## src/rtl/mem_island_rsp_buf_pkg.sv

```systemverilog
// Shared constants and sizing helpers for the memory-island response buffer.
package mem_island_rsp_buf_pkg;

  localparam int StallCntWidth = 32;

  typedef logic [StallCntWidth-1:0] stall_cnt_t;

  // Counter width able to hold the values 0..depth inclusive.
  function automatic int cnt_width(input int depth);
    return $clog2(depth + 1);
  endfunction

  // FIFO pointer width; a depth-1 FIFO still gets a 1-bit pointer.
  function automatic int ptr_width(input int depth);
    return (depth > 1) ? $clog2(depth) : 1;
  endfunction

endpackage

```

## src/rtl/mem_island_rsp_buf_chan.sv

```systemverilog
// One channel of the response buffer: credit gate, request-tag FIFO and response data FIFO.
// The stall counter exists only when MEM_ISLAND_RSP_BUF_STATS_EN is defined.
module mem_island_rsp_buf_chan
  import mem_island_rsp_buf_pkg::*;
#(
  parameter int AddrWidth   = 32,
  parameter int DataWidth   = 64,
  parameter int BufDepth    = 4,
  parameter bit FallThrough = 1'b1,
  parameter int StrbWidth   = DataWidth / 8
) (
  input  logic                     clk_i,
  input  logic                     rst_i,
  input  logic                     req_i,
  output logic                     gnt_o,
  input  logic [AddrWidth-1:0]     addr_i,
  input  logic                     we_i,
  input  logic [DataWidth-1:0]     wdata_i,
  input  logic [StrbWidth-1:0]     strb_i,
  output logic                     rvalid_o,
  input  logic                     rready_i,
  output logic [DataWidth-1:0]     rdata_o,
  output logic                     rwe_o,
  output logic                     mem_req_o,
  input  logic                     mem_gnt_i,
  output logic [AddrWidth-1:0]     mem_addr_o,
  output logic                     mem_we_o,
  output logic [DataWidth-1:0]     mem_wdata_o,
  output logic [StrbWidth-1:0]     mem_strb_o,
  input  logic                     mem_rvalid_i,
  input  logic [DataWidth-1:0]     mem_rdata_i,
  output logic                     err_o,
  output logic [StallCntWidth-1:0] stall_cnt_o
);

  localparam int CntW = cnt_width(BufDepth);
  localparam int PtrW = ptr_width(BufDepth);
  localparam logic [PtrW-1:0] LastPtr  = PtrW'(BufDepth - 1);
  localparam logic [CntW:0]   DepthVal = (CntW + 1)'(BufDepth);

  logic [CntW-1:0] inflight_q, inflight_d;
  logic [CntW-1:0] count_q, count_d;
  logic [PtrW-1:0] tag_wr_q, tag_wr_d, tag_rd_q, tag_rd_d;
  logic [PtrW-1:0] dat_wr_q, dat_wr_d, dat_rd_q, dat_rd_d;
  logic            err_q, err_d;

  logic                 tag_mem [BufDepth];
  logic [DataWidth:0]   dat_mem [BufDepth];

  logic [CntW:0]      occupancy;
  logic               credit_ok;
  logic               grant;
  logic               rsp_ok;
  logic               fifo_empty;
  logic               ft_active;
  logic               push;
  logic               pop;
  logic               tag_head;
  logic [DataWidth:0] head;

  function automatic logic [PtrW-1:0] ptr_inc(input logic [PtrW-1:0] p);
    return (p == LastPtr) ? '0 : p + PtrW'(1);
  endfunction

  // Credit is derived from registered state only, so rready_i never reaches mem_req_o.
  always_comb begin
    occupancy  = {1'b0, inflight_q} + {1'b0, count_q};
    credit_ok  = (occupancy < DepthVal);
    grant      = req_i & mem_gnt_i & credit_ok & ~rst_i;
    rsp_ok     = mem_rvalid_i & (inflight_q != '0);
    fifo_empty = (count_q == '0);
    tag_head   = tag_mem[tag_rd_q];
    ft_active  = FallThrough & fifo_empty & rsp_ok;
    pop        = ~fifo_empty & rready_i;
    push       = rsp_ok & ~(ft_active & rready_i);
    head       = fifo_empty ? {tag_head, mem_rdata_i} : dat_mem[dat_rd_q];
  end

  always_comb begin
    rvalid_o    = ~fifo_empty | ft_active;
    rdata_o     = rvalid_o ? head[DataWidth-1:0] : '0;
    rwe_o       = rvalid_o & head[DataWidth];
    mem_req_o   = req_i & credit_ok & ~rst_i;
    gnt_o       = mem_gnt_i & credit_ok & ~rst_i;
    mem_addr_o  = rst_i ? '0 : addr_i;
    mem_we_o    = we_i & ~rst_i;
    mem_wdata_o = rst_i ? '0 : wdata_i;
    mem_strb_o  = rst_i ? '0 : strb_i;
    err_o       = err_q;
  end

  always_comb begin
    inflight_d = inflight_q;
    case ({grant, rsp_ok})
      2'b10:   inflight_d = inflight_q + CntW'(1);
      2'b01:   inflight_d = inflight_q - CntW'(1);
      default: inflight_d = inflight_q;
    endcase

    count_d = count_q;
    case ({push, pop})
      2'b10:   count_d = count_q + CntW'(1);
      2'b01:   count_d = count_q - CntW'(1);
      default: count_d = count_q;
    endcase

    tag_wr_d = grant  ? ptr_inc(tag_wr_q) : tag_wr_q;
    tag_rd_d = rsp_ok ? ptr_inc(tag_rd_q) : tag_rd_q;
    dat_wr_d = push   ? ptr_inc(dat_wr_q) : dat_wr_q;
    dat_rd_d = pop    ? ptr_inc(dat_rd_q) : dat_rd_q;
    // A response with nothing outstanding cannot be matched to a request: drop and flag it.
    err_d    = err_q | (mem_rvalid_i & (inflight_q == '0));
  end

  always_ff @(posedge clk_i or posedge rst_i) begin
    if (rst_i) begin
      inflight_q <= '0;
      count_q    <= '0;
      tag_wr_q   <= '0;
      tag_rd_q   <= '0;
      dat_wr_q   <= '0;
      dat_rd_q   <= '0;
      err_q      <= 1'b0;
    end else begin
      inflight_q <= inflight_d;
      count_q    <= count_d;
      tag_wr_q   <= tag_wr_d;
      tag_rd_q   <= tag_rd_d;
      dat_wr_q   <= dat_wr_d;
      dat_rd_q   <= dat_rd_d;
      err_q      <= err_d;
    end
  end

  always_ff @(posedge clk_i) begin
    if (grant) begin
      tag_mem[tag_wr_q] <= we_i;
    end
    if (push) begin
      dat_mem[dat_wr_q] <= {tag_head, mem_rdata_i};
    end
  end

`ifdef MEM_ISLAND_RSP_BUF_STATS_EN
  stall_cnt_t stall_cnt_q, stall_cnt_d;

  always_comb begin
    stall_cnt_d = stall_cnt_q;
    if (req_i & ~credit_ok & (stall_cnt_q != '1)) begin
      stall_cnt_d = stall_cnt_q + StallCntWidth'(1);
    end
  end

  always_ff @(posedge clk_i or posedge rst_i) begin
    if (rst_i) begin
      stall_cnt_q <= '0;
    end else begin
      stall_cnt_q <= stall_cnt_d;
    end
  end

  assign stall_cnt_o = stall_cnt_q;
`else
  assign stall_cnt_o = '0;
`endif

endmodule

```

## src/rtl/mem_island_rsp_buffer.sv

```systemverilog
// Credit-based response buffer in front of memory_island_core ports, one independent lane per channel.
// Define MEM_ISLAND_RSP_BUF_STATS_EN to enable the per-channel credit-stall counters.
module mem_island_rsp_buffer
  import mem_island_rsp_buf_pkg::*;
#(
  parameter int NumChannels = 2,
  parameter int AddrWidth   = 32,
  parameter int DataWidth   = 64,
  parameter int BufDepth    = 4,
  parameter bit FallThrough = 1'b1,
  localparam int StrbWidth  = DataWidth / 8
) (
  input  logic                                      clk_i,
  input  logic                                      rst_i,
  input  logic [NumChannels-1:0]                    req_i,
  output logic [NumChannels-1:0]                    gnt_o,
  input  logic [NumChannels-1:0][AddrWidth-1:0]     addr_i,
  input  logic [NumChannels-1:0]                    we_i,
  input  logic [NumChannels-1:0][DataWidth-1:0]     wdata_i,
  input  logic [NumChannels-1:0][StrbWidth-1:0]     strb_i,
  output logic [NumChannels-1:0]                    rvalid_o,
  input  logic [NumChannels-1:0]                    rready_i,
  output logic [NumChannels-1:0][DataWidth-1:0]     rdata_o,
  output logic [NumChannels-1:0]                    rwe_o,
  output logic [NumChannels-1:0]                    mem_req_o,
  input  logic [NumChannels-1:0]                    mem_gnt_i,
  output logic [NumChannels-1:0][AddrWidth-1:0]     mem_addr_o,
  output logic [NumChannels-1:0]                    mem_we_o,
  output logic [NumChannels-1:0][DataWidth-1:0]     mem_wdata_o,
  output logic [NumChannels-1:0][StrbWidth-1:0]     mem_strb_o,
  input  logic [NumChannels-1:0]                    mem_rvalid_i,
  input  logic [NumChannels-1:0][DataWidth-1:0]     mem_rdata_i,
  output logic [NumChannels-1:0]                    err_o,
  output logic [NumChannels-1:0][StallCntWidth-1:0] stall_cnt_o
);

  for (genvar gi = 0; gi < NumChannels; gi++) begin : g_chan
    mem_island_rsp_buf_chan #(
      .AddrWidth  (AddrWidth),
      .DataWidth  (DataWidth),
      .BufDepth   (BufDepth),
      .FallThrough(FallThrough),
      .StrbWidth  (StrbWidth)
    ) u_chan (
      .clk_i       (clk_i),
      .rst_i       (rst_i),
      .req_i       (req_i[gi]),
      .gnt_o       (gnt_o[gi]),
      .addr_i      (addr_i[gi]),
      .we_i        (we_i[gi]),
      .wdata_i     (wdata_i[gi]),
      .strb_i      (strb_i[gi]),
      .rvalid_o    (rvalid_o[gi]),
      .rready_i    (rready_i[gi]),
      .rdata_o     (rdata_o[gi]),
      .rwe_o       (rwe_o[gi]),
      .mem_req_o   (mem_req_o[gi]),
      .mem_gnt_i   (mem_gnt_i[gi]),
      .mem_addr_o  (mem_addr_o[gi]),
      .mem_we_o    (mem_we_o[gi]),
      .mem_wdata_o (mem_wdata_o[gi]),
      .mem_strb_o  (mem_strb_o[gi]),
      .mem_rvalid_i(mem_rvalid_i[gi]),
      .mem_rdata_i (mem_rdata_i[gi]),
      .err_o       (err_o[gi]),
      .stall_cnt_o (stall_cnt_o[gi])
    );
  end

endmodule

```

## config.mk

```make
export PLATFORM = sky130hd
export DESIGN_NAME = mem_island_rsp_buffer
export DESIGN_NICKNAME = d
export VERILOG_FILES = /design/src/rtl/mem_island_rsp_buf_pkg.sv /design/src/rtl/mem_island_rsp_buf_chan.sv /design/src/rtl/mem_island_rsp_buffer.sv
export SDC_FILE = /design/constraint.sdc
export NUM_CORES = 1
export LEC_CHECK = 0
export ABC_AREA = 1
export CORE_AREA = 4 4 293 295
export DETAILED_ROUTE_END_ITERATION = 8
export DIE_AREA = 0 0 297 299
export SYNTH_ARGS = -nofsm -noshare
export SYNTH_HDL_FRONTEND = slang
export SYNTH_SLANG_ARGS = --single-unit
```

## constraint.sdc

```tcl
create_clock -name clk_i -period 5.4 [get_ports clk_i]
set_clock_uncertainty 0.05 [all_clocks]
set_input_delay 1.62 -clock clk_i [delete_from_list [all_inputs] [get_ports clk_i]]
set_output_delay 1.62 -clock clk_i [all_outputs]
set_load 0.02 [all_outputs]
```

==> out/metrics.csv <==
stage,metric,value,unit
cts,cts_tree,done,
timing,final_max_slew_viol_count,0,
grt,grt_max_degree,133,
synth,netlist_area,26160,sq um
cts,ctsResizeCount,0,
place,dp_cells,4292,
grt,grtUsageTotal,0.2126,
timing,rsz0062_at_grt,no,
power,peakVddDrop,375.1,uV
synth,async_reset_ff_frac,0.05376,
detailed_routing,drtIter0Drc,1336,
synth,ys_top_cells_by_area,"edfxtp_1, nand2_1, nand3_1",
critical_path,start_kind,primary input,
detailed_routing,vias,20380,
grt,antenna_found_initial,43,
detailed_routing,via_per_inst,4.599,
floorplan,dieWidth,297,um
cells_and_area,layoutNonFillerInstCount,4431,
power,swShare,0.3946,
synth,synth_warnings,0,
timing,fin_crit_sh,0.9662,
synth,synth_edf_count,528,
detailed_routing,drc_errors,0,
critical_path,crit_arrival,3.55,ns
power,seqPwrFrac,0.310,
run,maxCapViolCount,0,
power,p_per_area,532.0,nW/um^2
power,clkPwrFrac,0.221,
synth,synth_top_area_cell,edfxtp_1,
timing,fin_setup_tns,0,ns
cts,htreeDepth,2,
place,routabilityCongestion,0.9715,
detailed_routing,ant_nets,0,
synth,yosys-top-cells-count,"nand2_1, edfxtp_1, nand3_1, inv_1, nor2_1",
floorplan,core_region_area,83160,sq um
cts,cts_buffer_depth,3,
place,port_buffers,695,
cts,cts.sinks,558,
synth,synth_top_flop_cell,edfxtp_1,
timing,hold_viol,0,
floorplan,ios,760,
critical_path,path_class,primary input to output pin,
place,place_ws,0.1650,ns
power,finalPower,19.23,mW
cts,cts_hold_buf,0,
synth,seq_area_frac_synth,0.6348,
place,dp_hpwl,71990,um
floorplan,start_util,0.3146,
cells_and_area,drive_gt1_frac,0.08785,
synth,synth.most_common_cell,nand2_1,
power,comb_power_share,0.469,
cts,cts_setup_buffers,0,
synth,avgSynthCellArea,10.00,sq um
grt,grt_pass1_vias,19730,
cells_and_area,fin_nets,3654,
power,netSwitchingPower,7.589,mW
cts,cts_root_buf,clkbuf_16,
power,leakage,14.58,nW
critical_path,end_kind,output pin,
floorplan,die_y,299,um
synth,synth-seq-cells,558,
timing,layout_setup_ws,0.1824,ns
timing,fmax,191.7,MHz
cts,clock_latency,0.60,ns
critical_path,crit_path_max_fanout,26,
cells_and_area,area_growth,38.20,%
cells_and_area,n_fill_cell,7874,
cts,cts-buffers-inserted,60,
timing,worst_pin_slew,0.9566,ns
grt,grt_pass1_wl,139300,um
min_path,holdCritPathClass,register to register,
timing,finalSetupViolations,0,
detailed_routing,firstDrtPassIters,5,
run_status,outcome,completed,
power,internal_power,11.64,mW
detailed_routing,post_drt_wl_per_cell,22.20,um
detailed_routing,wl,98360,um
grt,overflow,0,
floorplan,rows,106,
cts,clk_pin_slew,0.06,ns
cells_and_area,fin_util,0.4347,
critical_path,crit_required,3.73,ns
timing,final.min_clock_period,5.218,ns
timing,slew_headroom,0.3623,
synth,synth_top_area_frac,0.6061,
synth,syn_inst,2615,
floorplan,die-area,88800,sq um
synth,ys_types,29,
-- metal layers --
| metal | track usage | part of all wire | up-vias |
|---|---|---|---|
| li1 | - | - | 9724 |
| met1 | 0.2366 | 0.36 | 9749 |
| met2 | 0.3961 | 0.52 | 731 |
| met3 | 0.04344 | 0.062 | 165 |
| met4 | 0.08516 | 0.055 | 10 |
| met5 | 0 | 0.00063 | - |
-- worst paths after layout --
check / endpoint / cells past startpoint / slack (ns) / startpoint
setup / recovery: rdata_o[102] / 8 / 0.18 / mem_rvalid_i[1]
hold / removal: g_chan[1].u_chan.err_o$_DFF_PP0_ / 1 / 0.43 / g_chan[1].u_chan.err_o$_DFF_PP0_
setup reg to reg: g_chan[1].u_chan.count_q[2]$_DFFE_PP0P_ / 12 / 2.53 / g_chan[1].u_chan.count_q[0]$_DFFE_PP0P_
hold reg to reg: g_chan[1].u_chan.err_o$_DFF_PP0_ / 1 / 0.43 / g_chan[1].u_chan.err_o$_DFF_PP0_
max in group asynchronous: g_chan[1].u_chan.dat_rd_q[0]$_DFFE_PP0P_ / 3 / 3.74 / rst_i
min in group asynchronous: g_chan[0].u_chan.count_q[0]$_DFFE_PP0P_ / 3 / 1.31 / rst_i
-- state kept, by name, summed over array words and instances, names as in the netlist, 4 cells and up --
signal / cells
g_chan.u_chan.count_q: 6
g_chan.u_chan.dat_mem: 520
g_chan.u_chan.dat_rd_q: 4
g_chan.u_chan.dat_wr_q: 4
g_chan.u_chan.inflight_q: 6
g_chan.u_chan.tag_mem: 8
g_chan.u_chan.tag_rd_q: 4
g_chan.u_chan.tag_wr_q: 4
-- power groups by stage --
stage | logic, mW | clock network [mW] | registers (mW)
floorplan | 5.16 | 0 | 6.07
global placement | 9.09 | 0 | 6.03
detailed placement | 9.13 | 0 | 6.05
CTS | 9.17 | 4.35 | 5.96
global route | 9.76 | 4.53 | 6.03
finish | 9.02 | 4.26 | 5.96
-- cells in the final DEF (no fill, tap or decap), types with 4 or more instances in the layout --
cell type,n
buf_12,21
edfxtp_1,528
buf_4,32
xnor2_1,4
fa_1,4
clkbuf_1,11
clkinv_1,9
nand2_1,747
dfrtp_1,26
nand4_1,6
xor2_1,4
clkinv_2,15
conb_1,64
o21ai_1,4
bufinv_16,10
inv_1,254
or2_2,5
nand2_2,100
inv_2,19
diode_2,27
o21ai_0,4
a21oi_1,5
clkdlybuf4s50_1,694
nor2_1,240
clkbuf_16,62
ha_1,28
nor2_4,10
nand3_1,396
-- layout make-up --
type	instances	area, sq um	share of cell area
timing repair buffer	748	7619	0.2107
tap	1080	1351	0.03738
antenna	27	67.56	0.001869
sequential	558	16620	0.4596
inverter	275	1036	0.02866
clock buffer	73	1593	0.04406
clock inverter	39	462.9	0.01281
multi-input combinational	1631	7407	0.2049
-- cells by family after synthesis --
logic type,after synthesis,share of synthesized area
AO/OA/AOI/OAI,17,0.003635
other,1,0.0001434
AND/OR/NAND/NOR,1510,0.2489
XOR/XNOR,8,0.002678
adder cells (fa/ha/maj),32,0.01645
buffers and inverters,489,0.09337
flip-flops,558,0.6348
-- critical path, cell delays in order --
cell             delay [ns]
clkdlybuf4s50_1        0.52
nand2_4                0.10
nor2_4                 0.15
buf_12                 0.22
buf_4                  0.18
nand2_2                0.04
nand2_1                0.07
clkdlybuf4s50_1        0.62
-- per-stage QoR --
| step | hold WS, ns | cell area, sq um |
|---|---|---|
| after floorplan | 0.3945 | 26400 |
| after CTS | 0.4384 | 36080 |
| after global routing | 0.4471 | 36100 |
| after detailed placement | 0.4207 | 34030 |
| final | 0.4313 | 36150 |
| after global placement | 0.4188 | 34030 |
Note: power is estimated with default switching activity, not from simulation.
